<file path="src/rtl/cart_rom_mapper.sv">
// MegaROM bank-switching engine: decodes CPU writes into bank registers and
// translates CPU reads into ROM-image fetches over a request/ack memory port.
package cart_rom_mapper_pkg;
  typedef enum logic [2:0] {
    MAPPER_UNUSED     = 3'd0,
    MAPPER_NONE       = 3'd1,
    MAPPER_KONAMI     = 3'd2,
    MAPPER_KONAMI_SCC = 3'd3,
    MAPPER_ASCII8     = 3'd4,
    MAPPER_ASCII16    = 3'd5
  } mapper_typ_t;
endpackage

module cart_rom_mapper
  import cart_rom_mapper_pkg::*;
(
  input  logic        clk,
  input  logic        rst,
  input  mapper_typ_t mapper,
  input  logic [26:0] rom_size,
  input  logic [3:0]  offset,
  input  logic        cs,
  input  logic [15:0] cpu_addr,
  input  logic [7:0]  cpu_din,
  input  logic        cpu_wr,
  input  logic        cpu_rd,
  output logic [7:0]  cpu_dout,
  output logic        cpu_wait,
  output logic [26:0] mem_addr,
  output logic        mem_rd,
  input  logic        mem_ack,
  input  logic [7:0]  mem_data,
  output logic        scc_cs
);

  typedef enum logic [1:0] {StIdle, StReq, StWait} state_e;

  state_e            state_q, state_d;
  logic [3:0][7:0]   bank_q, bank_d;
  mapper_typ_t       mapper_q;
  logic [7:0]        cpu_dout_q, cpu_dout_d;
  logic [26:0]       mem_addr_q, mem_addr_d;
  logic              scc_cs_q, scc_cs_d;

  logic        rd_req, wr_req;
  logic        banked_win, scc_hit;
  logic [1:0]  page8;
  logic [7:0]  sel8, sel16;
  logic [15:0] none_base;
  logic [26:0] xlat_addr;
  logic        xlat_ok;

  function automatic logic [3:0][7:0] bank_init(input mapper_typ_t m);
    if (m == MAPPER_KONAMI || m == MAPPER_KONAMI_SCC) begin
      return {8'd3, 8'd2, 8'd1, 8'd0};
    end
    return '0;
  endfunction

  assign rd_req     = cs & cpu_rd;
  assign wr_req     = cs & cpu_wr;
  assign banked_win = (cpu_addr[15:14] == 2'b01) || (cpu_addr[15:14] == 2'b10);
  // 4000/6000/8000/A000 map to pages 0..3 via address bits 15 and 13.
  assign page8      = {cpu_addr[15], cpu_addr[13]};
  assign sel8       = bank_q[page8];
  assign sel16      = cpu_addr[15] ? bank_q[1] : bank_q[0];
  assign none_base  = {offset, 12'h000};
  assign scc_hit    = (mapper == MAPPER_KONAMI_SCC) && (cpu_addr[15:11] == 5'b10011) &&
                      (bank_q[2][5:0] == 6'h3f);

  always_comb begin
    xlat_addr = '0;
    xlat_ok   = 1'b0;
    case (mapper)
      MAPPER_NONE: begin
        xlat_ok   = (cpu_addr >= none_base);
        xlat_addr = {11'b0, cpu_addr - none_base};
      end
      MAPPER_KONAMI, MAPPER_KONAMI_SCC, MAPPER_ASCII8: begin
        xlat_ok   = banked_win;
        xlat_addr = {6'b0, sel8, cpu_addr[12:0]};
      end
      MAPPER_ASCII16: begin
        xlat_ok   = banked_win;
        xlat_addr = {5'b0, sel16, cpu_addr[13:0]};
      end
      default: ;
    endcase
    if (xlat_addr >= rom_size || scc_hit) begin
      xlat_ok = 1'b0;
    end
  end

  always_comb begin
    bank_d = bank_q;
    if (wr_req && !scc_hit) begin
      case (mapper)
        MAPPER_KONAMI: begin
          if (cpu_addr[15:13] inside {3'b011, 3'b100, 3'b101}) bank_d[page8] = cpu_din;
        end
        MAPPER_KONAMI_SCC: begin
          // Registers sit in the 2 KB slice at x000-x7FF of the upper half of each page.
          if (banked_win && cpu_addr[12:11] == 2'b10) bank_d[page8] = cpu_din;
        end
        MAPPER_ASCII8: begin
          if (cpu_addr[15:13] == 3'b011) bank_d[cpu_addr[12:11]] = cpu_din;
        end
        MAPPER_ASCII16: begin
          if (cpu_addr[15:13] == 3'b011 && !cpu_addr[11]) bank_d[{1'b0, cpu_addr[12]}] = cpu_din;
        end
        default: ;
      endcase
    end
    if (mapper != mapper_q) begin
      bank_d = bank_init(mapper);
    end
  end

  always_comb begin
    state_d    = state_q;
    mem_addr_d = mem_addr_q;
    cpu_dout_d = cpu_dout_q;
    scc_cs_d   = scc_hit && (wr_req || (rd_req && state_q == StIdle));
    case (state_q)
      StIdle: begin
        if (rd_req) begin
          if (xlat_ok) begin
            mem_addr_d = xlat_addr;
            state_d    = StReq;
          end else begin
            cpu_dout_d = 8'hff;
          end
        end
      end
      StReq:  state_d = StWait;
      StWait: begin
        if (mem_ack) begin
          cpu_dout_d = mem_data;
          state_d    = StIdle;
        end
      end
      default: state_d = StIdle;
    endcase
  end

  always_ff @(posedge clk) begin
    if (rst) begin
      state_q    <= StIdle;
      bank_q     <= bank_init(mapper);
      mapper_q   <= mapper;
      cpu_dout_q <= 8'hff;
      mem_addr_q <= '0;
      scc_cs_q   <= 1'b0;
    end else begin
      state_q    <= state_d;
      bank_q     <= bank_d;
      mapper_q   <= mapper;
      cpu_dout_q <= cpu_dout_d;
      mem_addr_q <= mem_addr_d;
      scc_cs_q   <= scc_cs_d;
    end
  end

  assign cpu_dout = cpu_dout_q;
  assign cpu_wait = (state_q != StIdle);
  assign mem_addr = mem_addr_q;
  assign mem_rd   = (state_q == StReq);
  assign scc_cs   = scc_cs_q;

endmodule
</file>
<file path="config.mk">
export PLATFORM = sky130hd
export DESIGN_NAME = cart_rom_mapper
export DESIGN_NICKNAME = d
export VERILOG_FILES = /design/src/rtl/cart_rom_mapper.sv
export SDC_FILE = /design/constraint.sdc
export NUM_CORES = 1
export LEC_CHECK = 0
export ABC_AREA = 1
export ABC_CLOCK_PERIOD_IN_PS = 2600
export CAP_MARGIN = 0
export CORE_MARGIN = 2
export CORE_UTILIZATION = 46
export DETAILED_ROUTE_END_ITERATION = 16
export MAX_ROUTING_LAYER = met4
export PLACE_DENSITY = 0.77
export RECOVER_POWER = 100
export SYNTH_ARGS = -nofsm -noshare
export SYNTH_HDL_FRONTEND = slang
export SYNTH_SLANG_ARGS = --single-unit
</file>
<file path="constraint.sdc">
create_clock -name clk -period 2.6 [get_ports clk]
set_input_delay 0.26 -clock clk [delete_from_list [all_inputs] [get_ports clk]]
set_output_delay 0.26 -clock clk [all_outputs]
set_load 0.05 [all_outputs]
</file>
==> results.toml <==
[synth]
yosysUniqueCellTypes = 48
netlist_top_cells_area = "edfxtp_1 (20%), dfxtp_1 (15%), nand2_1 (13%), inv_1 (11%), ha_1 (6.9%)"
synth_seq_area_share_pct = 35.8
synth_ff_type = "dfxtp_1"
synth_edf_count = 32
netlist_instances = 685
yosys.area.top_type = "edfxtp_1"
synth.avg_cell_area_sq_um = 6.86
netlist.area_leader.share_pct = 20.4
yosys_warnings = 0
ys_ff_latch = 68
synth-async-reset-ratio_pct = 0
syn-cell-area_sq_mm = 0.00470

[detailed_routing]
vias_per_cell = 5.31
totalWireLength_mm = 17.2
wl_per_cell_um = 16.5
ant_nets = 0
dr.pass1.iters = 5
drc_errors = 0
vias = 5546
first_iter_violations = 336

[grt]
grt_util_all_layers_pct = 31.2
grt_max_degree = 31
grt_pass1_vias = 5491
grt-ovfl-total = 0
antenna_found_initial = 0
grt_pass1_wl_mm = 26.5

[clock_network]
numCtsBuffers = 9
root_buffer = "clkbuf_8"
htree_num_levels = 3
cts_tree = "built"
cts_sinks = 68
clock_latency_ps = 360
clk_path_buf_depth = 2
clkTransAtPathRegs_ps = 80

[critical_path]
rrSetupSlack_ps = -140
end_kind = "register"
crit_required_ps = 2900
crit_chain = "buf_8, clkinvlp_4, ha_4, inv_2, fa_2, or2_4, a32oi_2, nand2_2, ha_4, a21oi_1, a21oi_1, nor2_1, nand2_1, nand2_2, nand3_4, buf_12, buf_12, nand2_4, nand2_2, nor2_2"
reg2reg_from = "bank_q[5]"
r2r_cells = 15
worstSetupStartpointType = "input port"
cpPeakStageDelay_ps = 360
crit_fanout = 8
worst_path_max_delay_cell = "fa_2"
path_class = "in -> reg"
timing.rr.end = "mem_addr[7]"
cp.arrival_ps = 3170
path_common_cell = "nand2_2"

[layout]
layout_common_cells = "inv_1 (131), nand2_1 (129), buf_4 (99), clkdlybuf4s50_1 (67), nor2_1 (66)"
diodes = 0
fin_util_pct = 75.9
drive_gt1_share_pct = 27.1
mostFrequentLayoutCell = "inv_1"
syn_to_final_growth_pct = 59.4
design_area_sq_mm = 0.00749
instances_no_fill = 1045
nets = 1006

[timing]
finalSetupTns_ps = -6910
rsz0062_at_grt = "true"
finalCritPeriodShare_pct = 111
slew_violations = 0
worst_pin_slew_ps = 828
fmax_mhz = 348
fin_worst_hold_slack_ps = 286
max_slew_margin_pct = 44.8
worst_slack_ps = -275
period_needed_ps = 2880
finClkSkew_ps = 12.0
hold_viol = 0
setup-violations-final = 31

[power_and_ir_drop]
power.total_mw = 3.35
p_leak_nw = 3.80
ir_drop_uv = 366
power_density_mw_per_mm2 = 448

[place]
gp_congestion = 0.946
dp_slack_ps = -862
io_buffers = 104
dp_hpwl_mm = 11.4
place_area_sq_mm = 0.00647
placed_cells = 980

[hold_path]
min_to = "mapper_q[2]"
min_path_cells = 1
hold_path_class = "in -> reg"
min_from = "mapper[2]"

[floorplan]
die_area_sq_mm = 0.0110
rows = 36
die_h_um = 105
coreArea_sq_mm = 0.00986
num_io_pins = 110
initial_core_util_pct = 47.6
die_w_um = 105

[status]
status = "finished with violations"
violations = "setup timing"

[flow_run]
maxCapViolCount = 0
## state kept, by name, summed over array words and instances (netlist names)
register,cells
scc_cs,1
bank_q,32
cpu_dout,8
mapper_q,3
state_q,2
mem_addr,22
## cells in the mapped netlist, drive strengths merged, types with 2 or more instances
cell type	instances
o2111ai	6
or2	15
o22ai	4
a211oi	4
buf	15
o21bai	2
nand3	30
dfxtp	36
xor2	3
ha	26
nor2	89
a21oi	32
nor3	6
edfxtp	32
o21ai	45
nand2	168
clkbuf	7
nand4	3
a22oi	4
a31oi	3
inv	139
## routing by layer
| layer | vias to the layer above | global-route usage, % | share of wire, % |
|---|---|---|---|
| li1 | 2605 | - | - |
| met1 | 2568 | 36.4 | 39 |
| met2 | 319 | 51.5 | 48 |
| met3 | 54 | 7.67 | 8.8 |
| met4 | 0 | 12.8 | 3.6 |
| met5 | - | - | 0 |
## worst max-delay path: cells and delay by family
kind            cells  cell delay [ps]
fa+ha+maj           3              780
buf+inv             5              540
compound gates      3              510
simple gates        9             1080
## timing repair
item	in CTS	in global routing
endpoints found under the setup margin	31	31
setup buffers	43	7
gates resized for setup	84	47
gates cloned	4	1
pin swaps	31	27
hold buffers	0	0
## how the worst max path moves through the flow
| stage | from | endpoint | cells past startpoint |
|---|---|---|---|
| floorplan | cpu_addr[12] | mem_addr[16] | 19 |
| global placement | cpu_addr[12] | mem_addr[0] | 20 |
| detailed placement | cpu_addr[12] | mem_addr[12] | 19 |
| CTS | cpu_addr[12] | mem_addr[17] | 22 |
| global route | cpu_addr[12] | cpu_dout[3] | 21 |
| finish | cpu_addr[12] | mem_addr[7] | 20 |
## power by group
group	internal [mW]	switching (mW)
clock	0.633	0.436
combinational	0.482	0.583
sequential	1.18	0.0382
## layout make-up
type	count	area, sq um
clock buffer	9	124
clock inverter	7	115
fill	672	2370
inverter	139	526
multi-input combinational	461	2790
sequential	68	1680
tap	133	166
timing repair buffer	228	2090
## kinds of logic (layout without fill, tap and decap cells)
family                   after synthesis  after routing  share of synthesized area, %
AND/OR/NAND/NOR                      315            316                          28.3
buffers and inverters                161            383                          13.8
AO/OA/AOI/OAI                        109            109                          13.9
flip-flops                            68             68                          35.8
adder cells (fa/ha/maj)               27             27                          7.35
XOR/XNOR                               3              3                         0.559
other                                  1              5                        0.0798
multiplexers                           1              1                         0.240
(Power assumes the default switching activity.)
